## config.mk

```make
export PLATFORM = sky130hd
export DESIGN_NAME = mul_arb
export DESIGN_NICKNAME = d
export VERILOG_FILES = /design/src/rtl/mul_arb.sv
export SDC_FILE = /design/constraint.sdc
export NUM_CORES = 1
export LEC_CHECK = 0
export CAP_MARGIN = 20
export CORE_MARGIN = 1
export CORE_UTILIZATION = 41
export DETAILED_ROUTE_END_ITERATION = 6
export PLACE_DENSITY = 0.77
export SYNTH_ARGS = -nofsm -noshare
export SYNTH_HDL_FRONTEND = slang
export SYNTH_SLANG_ARGS = --single-unit
```

## constraint.sdc

```tcl
create_clock -name clk -period 3.4 [get_ports clk]
set_input_delay 0.51 -clock clk [delete_from_list [all_inputs] [get_ports clk]]
set_output_delay 0.51 -clock clk [all_outputs]
set_load 0.01 [all_outputs]
```

## src/rtl/mul_arb.sv

```systemverilog
// mul_arb: round-robin arbiter sharing one pipelined multiplier among NREQ requesters,
// with credit-based flow control into an in-order result FIFO.
module mul_arb #(
  parameter int NREQ = 4,
  parameter int EXPO_W = 8,
  parameter int MANT_W = 23,
  parameter int LAT = 3,
  parameter int FIFO_D = 4,
  parameter int W = 1 + EXPO_W + MANT_W,
  parameter int IDW = $clog2(NREQ)
) (
  input  logic              clk,
  input  logic              rst_n,
  input  logic [NREQ-1:0]   req_valid,
  output logic [NREQ-1:0]   req_ready,
  input  logic [NREQ*W-1:0] req_a,
  input  logic [NREQ*W-1:0] req_b,
  input  logic [NREQ*2-1:0] req_rnd,
  output logic [W-1:0]      mul_a,
  output logic [W-1:0]      mul_b,
  output logic [1:0]        mul_rnd,
  input  logic [W-1:0]      mul_res,
  input  logic [4:0]        mul_status,
  output logic              rsp_valid,
  input  logic              rsp_ready,
  output logic [IDW-1:0]    rsp_id,
  output logic [W-1:0]      rsp_res,
  output logic [4:0]        rsp_status,
  output logic              busy
);
  localparam int PW = FIFO_D > 1 ? $clog2(FIFO_D) : 1;
  localparam int CW = $clog2(FIFO_D + 1);
  logic [IDW-1:0] ptr, gnt, idx;
  logic gnt_v, credit_ok, xfer, push, pop;
  logic [LAT:0] tag_v;
  logic [IDW-1:0] tag_id [LAT+1];
  logic [PW-1:0] wp, rp;
  logic [CW-1:0] occ, cnt;
  logic [IDW-1:0] f_id [FIFO_D];
  logic [W-1:0] f_res [FIFO_D];
  logic [4:0] f_st [FIFO_D];

  // Descending scan so the candidate closest to ptr wins.
  always_comb begin
    gnt_v = 1'b0;
    gnt = ptr;
    idx = ptr;
    for (int k = NREQ - 1; k >= 0; k--) begin
      idx = IDW'((int'(ptr) + k) % NREQ);
      if (req_valid[idx]) begin
        gnt_v = 1'b1;
        gnt = idx;
      end
    end
  end

  assign credit_ok = cnt < CW'(FIFO_D);
  assign req_ready = (rst_n && gnt_v && credit_ok) ? NREQ'(1) << gnt : '0;
  assign xfer = |req_ready;
  assign push = tag_v[LAT];
  assign pop = rsp_valid && rsp_ready;
  assign rsp_valid = occ != '0;
  assign busy = cnt != '0;
  assign rsp_id = f_id[rp];
  assign rsp_res = f_res[rp];
  assign rsp_status = f_st[rp];

  // Tag stage 0 tracks the operand register; stage LAT lines up with mul_res.
  always_ff @(posedge clk or negedge rst_n)
    if (!rst_n) begin
      ptr <= '0;
      tag_v <= '0;
      wp <= '0;
      rp <= '0;
      occ <= '0;
      cnt <= '0;
      mul_a <= '0;
      mul_b <= '0;
      mul_rnd <= '0;
    end else begin
      tag_v <= {tag_v[LAT-1:0], xfer};
      if (xfer) begin
        ptr <= gnt == IDW'(NREQ - 1) ? '0 : gnt + 1'b1;
        mul_a <= req_a[gnt*W +: W];
        mul_b <= req_b[gnt*W +: W];
        mul_rnd <= req_rnd[gnt*2 +: 2];
      end
      if (push) wp <= wp == PW'(FIFO_D - 1) ? '0 : wp + 1'b1;
      if (pop) rp <= rp == PW'(FIFO_D - 1) ? '0 : rp + 1'b1;
      occ <= occ + CW'(push) - CW'(pop);
      cnt <= cnt + CW'(xfer) - CW'(pop);
    end

  always_ff @(posedge clk) begin
    tag_id[0] <= gnt;
    for (int k = 1; k <= LAT; k++) tag_id[k] <= tag_id[k-1];
    if (push) begin
      f_id[wp] <= tag_id[LAT];
      f_res[wp] <= mul_res;
      f_st[wp] <= mul_status;
    end
  end
endmodule

```

==> results of run 1 <==
-- per-layer routing --
metal | share of wire (%) | vias up
li1 | - | 4004
met1 | 36 | 4248
met2 | 51 | 331
met3 | 8.7 | 78
met4 | 4.2 | 0
met5 | 0 | -
-- area by class of cell --
type / count / area (um^2)
clock inverters: 14 / 187.7
fillers: 2220 / 10680
flip-flops and latches: 246 / 6899
multi-input cells: 427 / 4116
well taps: 378 / 473.0
inverters: 80 / 300.3
diodes: 9 / 22.52
clock buffers: 34 / 690.7
repair buffers: 440 / 4409
-- stage by stage --
| step | total power, mW | hold slack (ns) | setup slack [ns] | std cells | utilization (%) |
|---|---|---|---|---|---|
| after CTS | 13.15 | 0.06325 | 0.2169 | 1619 | 61.47 |
| after floorplan | 7.495 | 0.2144 | 0.02369 | 828 | - |
| after detailed placement | 10.19 | 0.3128 | 0.1721 | 1571 | 58.30 |
| after global placement | 10.06 | 0.3103 | 0.2275 | 1571 | 58.30 |
| after global routing | 13.71 | 0.09174 | 0.1061 | 1626 | 61.53 |
| final | 13.01 | 0.04960 | 0.2254 | 1628 | 61.55 |
-- worst max-delay path by stage --
| stage | endpoint | slack (ns) | cells past startpoint | startpoint |
|---|---|---|---|---|
| CTS | req_ready[2] | 0.22 | 7 | req_valid[2] |
| global route | req_ready[2] | 0.11 | 7 | req_valid[2] |
| global placement | cnt[2]$_DFF_PN0_ | 0.23 | 11 | req_valid[2] |
| floorplan | cnt[2]$_DFF_PN0_ | 0.02 | 15 | req_valid[2] |
| finish | req_ready[2] | 0.23 | 7 | req_valid[0] |
| detailed placement | cnt[2]$_DFF_PN0_ | 0.17 | 11 | req_valid[2] |
-- cells by family after synthesis --
family / Yosys count / synth area share [%]
adder cells (fa/ha/maj): 12 / 1.425
buffers and inverters: 155 / 5.267
multiplexers: 107 / 13.47
AO/OA/AOI/OAI: 210 / 14.44
AND/OR/NAND/NOR: 94 / 5.602
XOR/XNOR: 4 / 0.3023
flip-flops: 246 / 59.49
-- state kept, by name, summed over array words and instances (netlist names), 3 cells and up --
| register | flops |
|---|---|
| tag_v | 4 |
| mul_a | 32 |
| cnt | 3 |
| occ | 3 |
| f_id | 8 |
| mul_b | 32 |
| tag_id | 8 |
| f_st | 20 |
| f_res | 128 |
-- cells in the mapped netlist, types with 6 or more instances --
cell      count  area, um^2
edfxtp_1    156        4684
o21a_1       68       510.5
nor3b_1      67       503.0
nand2_1       6       22.52
ha_1         10       125.1
mux4_2       39       878.3
o221ai_1     66       578.1
dfxtp_1       8       160.2
inv_1        80       300.3
clkbuf_1     49       183.9
buf_1        13       48.80
dfrtp_1      82        2052
mux2i_1      66       660.6
buf_2        11       55.05
o211ai_1     67       503.0
-- power by group --
| group | switching [mW] | internal, mW | total [mW] |
|---|---|---|---|
| registers | 0.431 | 3.98 | 4.41 |
| clock network | 1.18 | 1.74 | 2.92 |
| logic | 2.72 | 2.95 | 5.67 |
==> metrics, run 1 <==
layout cells sized above 1=9.267%; DR vias=8661; Die Width=between 150 and 200 um; Pleak=approximately 6.3 nW; register area share after synthesis=59.49%; number of synthesized register bits=246; reg2reg path depth=10; Hold Crit Class=in2async; Post-Syn Area per Cell=around 14 um^2; Critical Path AT=2.66 ns; vias in the first global route=between 9000 and 10000; Setup violations, final=0; slowest stage delay, CP=~0.53 ns; required time of the critical path=approximately 2.9 ns; Bufs and invs on worst path=4; Synth Warn #=0; Core ar.=between 20000 and 30000 um^2; Site Rows=just over 60; P&R area growth vs syn=47.50%; DR WL/cell=roughly 21 um; outcome=completed; root buffer cell=clkbuf_16; period utilization=a little over 90%; R2R Path Start=ptr[1]$_DFFE_PN0N_; Clock transition at path regs=0.06 ns; CTS Hold Buffers Added=0; syn nets=~1100; Worst path top cell family by delay=buffers and inverters; Residual DRC=0; FF-to-FF End=cnt[2]$_DFF_PN0_; Hold Vio Cnt, Final=0; Final Max Slew Viols=0; Worst-Margin Slew=approximately 1.1 ns; Post-synth EDFFs=approximately 160; Period minus WS final=~3.2 ns; Worst setup SP type=primary input; Worst Setup End Kind=output pin; clock skew=~0.0094 ns; mapped cell area=11590 um^2; gr usage total=approximately a quarter; worst relative slew slack=slightly below 30%; GRT met2 Usage=40.75%; CTS tree=done; Die Y=approximately 170 um; CTS Sinks=roughly 250; initial antenna violation count=9; largest net degree at the start of global routing=about 130; Initial Util=41.73%; I/O pin count=419; H-tree depth=1; grt peak-use layer=met2; fmax=roughly 0.32 GHz; most common cell after layout, fill and taps aside=clkdlybuf4s50_1; routing usage on met1=25.45%; first-pass GRT wire length=just over 50000 um; placement-stage cell area=16200 um^2; Finished Cell Area=roughly 17000 um^2; Final HPWL DP=about 24000 um; setup_tns=0 ns; Post-synth top flop=edfxtp_1; initial drt markers=440; routability congestion estimate=0.8269; Synth Instances=slightly above 800; Port Buffers=between 400 and 500; r2r setup slk=roughly 0.75 ns; Nets=between 1500 and 2000; Post-CTS Resized=0; VDD IR max=0.5087 mV; DRT Pass-1 Iters=4; Die ar.=28950 um^2; CTS Buf Count=26; Clock Latency Late Sink=roughly 0.54 ns; Crit Path Max Fanout=11; via/cell ratio=around 5.3; WS Path Type=in2out; post-synth cell types=37; Post CTS Setup Buffer Count=0; CTS Buffer Depth=3; crit-path cells=clkdlybuf4s50_1, buf_4, a2111oi_4, buf_4, or2_4, and3_1, clkdlybuf4s50_1; max-cap viol count=0; Slowest-stage cell, CP=clkdlybuf4s50_1; most frequent cells in the layout=clkdlybuf4s50_1, edfxtp_1, inv_1, dfrtp_1; ys async rst share=roughly a third; unrepaired setup endpoints after global routing=no; GR Overflow Total=0; Pwr Density=~760 nW/um^2; final wirelength=roughly 34000 um; ANT nets after route=0; GRT met3 Usage=7.930%
(Power assumes the default switching activity.)
==> inputs of run 2 (changes only) <==
CORE_MARGIN = not set   (was 1)
==> results of run 2 <==
The final DEF is identical to that of run 1; final timing and power are the same.
==> inputs of run 3 (changes only) <==
SETUP_SLACK_MARGIN = 0.3   (was not set)
==> metrics, run 3 (same netlist as run 1, synthesis figures left out) <==
Finished Cell Area=17060 um^2; max-cap viol count=0; Worst Setup End Kind=output pin; first-pass GRT wire length=51470 um; WS Path Type=in2out; DR WL/cell=21.02 um; Site Rows=a little over 60; Critical Path AT=~2.5 ns; Clock Latency Late Sink=0.51 ns; Pleak=around 6.3 nW; Final Max Slew Viols=0; Period minus WS final=around 3 ns; initial drt markers=roughly 570; Hold Vio Cnt, Final=0; r2r setup slk=0.69 ns; Core ar.=27780 um^2; Hold Crit Class=in2async; Setup violations, final=0; Worst Setup SP=req_valid[2]; most common cell after layout, fill and taps aside=clkdlybuf4s50_1; most frequent cells in the layout=clkdlybuf4s50_1, edfxtp_1, inv_1, dfrtp_1; H-tree depth=1; largest net degree at the start of global routing=roughly 130; layout cells sized above 1=~9.1%; root buffer cell=clkbuf_16; Initial Util=41.73%; Worst setup SP type=primary input; Residual DRC=0; gr usage total=a little under a quarter; period utilization=between 80 and 90%; DRT Pass-1 Iters=4; reg2reg path depth=11; CTS Buffer Depth=3; GR Overflow Total=0; Regs by FF count=f_res: 128 flops, mul_a: 32 flops, mul_b: 32 flops; Worst-Margin Slew=around 1.1 ns; max FFs per register=approximately 130; outcome=completed; via/cell ratio=5.348; R2R Path Start=ptr[1]$_DFFE_PN0N_; Final HPWL DP=23560 um; Clock transition at path regs=0.06 ns; DR vias=8663; FF-to-FF End=cnt[2]$_DFF_PN0_; CTS Sinks=246; Crit Path Max Fanout=4; Die ar.=28950 um^2; fmax=between 0.3 and 0.4 GHz; Die Y=~170 um; Critical Path Sink=req_ready[2]; unrepaired setup endpoints after global routing=no; vias in the first global route=9045; initial antenna violation count=9; P&R area growth vs syn=47.18%; ANT nets after route=0; setup_tns=0 ns; Die Width=around 170 um; clock skew=approximately 0.0076 ns; Nets=around 1500; Port Buffers=418; final wirelength=about 34000 um; CTS tree=done; VDD IR max=0.5365 mV; Pwr Density=between 700 and 800 nW/um^2; worst relative slew slack=29.69%; Most flops, register=f_res; required time of the critical path=2.89 ns; placement-stage cell area=approximately 16000 um^2; routability congestion estimate=just under 0.9; CTS Hold Buffers Added=0; CTS Buf Count=26; I/O pin count=around 420
## run 3: changes by cell type in the layout (fill, tap and decap cells not counted), moves of 2 or more
| cell | previous run | this run |
|---|---|---|
| buf_4 | 18 | 13 |
| clkdlybuf4s50_1 | 417 | 413 |
| clkinv_1 | 2 | 5 |
| diode_2 | 9 | 7 |
| dlymetal6s2s_1 | 0 | 2 |
| ha_1 | 10 | 8 |
## run 3: final cells by class
type,count,area [um^2]
diodes,7,17.52
repair buffers,435,4385
inverters,80,300.3
flip-flops and latches,246,6899
fillers,2201,10720
well taps,378,473.0
clock buffers,33,698.2
clock inverters,14,148.9
multi-input cells,427,4139
## run 3: report_power, final
group,total (mW),leakage [nW],switching (mW),internal (mW)
Sequential,4.42,2.49,0.434,3.98
Clock,2.79,0.411,1.12,1.68
Combinational,5.69,3.36,2.73,2.96
## run 3: timing repair
item	in CTS	in global routing
endpoints found under the setup margin	2	2
resized for setup	1	2
pin swaps	1	0
buffers inserted	1	0
## run 3: worst min path at each step
stage	from	end	cells after the start
floorplan	rst_n	cnt[0]$_DFF_PN0_	0
global placement	tag_id[2][0]$_DFF_P_	tag_id[3][0]$_DFF_P_	0
detailed placement	tag_id[0][1]$_DFF_P_	tag_id[1][1]$_DFF_P_	0
CTS	rst_n	wp[0]$_DFFE_PN0P_	2
global route	rst_n	wp[0]$_DFFE_PN0P_	2
finish	rst_n	rp[0]$_DFFE_PN0P_	2
## run 3: metal layers
metal / routed length, um / part of all wire (%) / global-route usage [%] / vias to the layer above
li1: - / - / - / 3987
met1: 12650 / 37 / 27.22 / 4242
met2: 17220 / 51 / 40.22 / 366
met3: 3218 / 9.4 / 7.860 / 64
met4: 949 / 2.8 / 7.912 / 4
met5: 23 / 0.068 / 0 / -
## run 3: through the flow
stage / cells / hold slack (ns) / total power, mW / utilization [%] / setup slack (ns)
global placement: 1565 / 0.3111 / 10.07 / 58.26 / 0.2136
floorplan: 828 / 0.2144 / 7.565 / - / 0.2686
CTS: 1613 / 0.07012 / 13.04 / 61.33 / 0.3039
global route: 1619 / 0.09997 / 13.60 / 61.40 / 0.3451
finish: 1620 / 0.06501 / 12.90 / 61.41 / 0.4374
detailed placement: 1565 / 0.3121 / 10.18 / 58.26 / 0.1481
## run 3: worst max-delay path: stages
cell and delay (ns):
clkdlybuf4s50_1 0.56, nor2b_1 0.24, o21ai_1 0.13, o211ai_1 0.14, buf_4 0.18, and3_1 0.16, clkdlybuf4s50_1 0.53
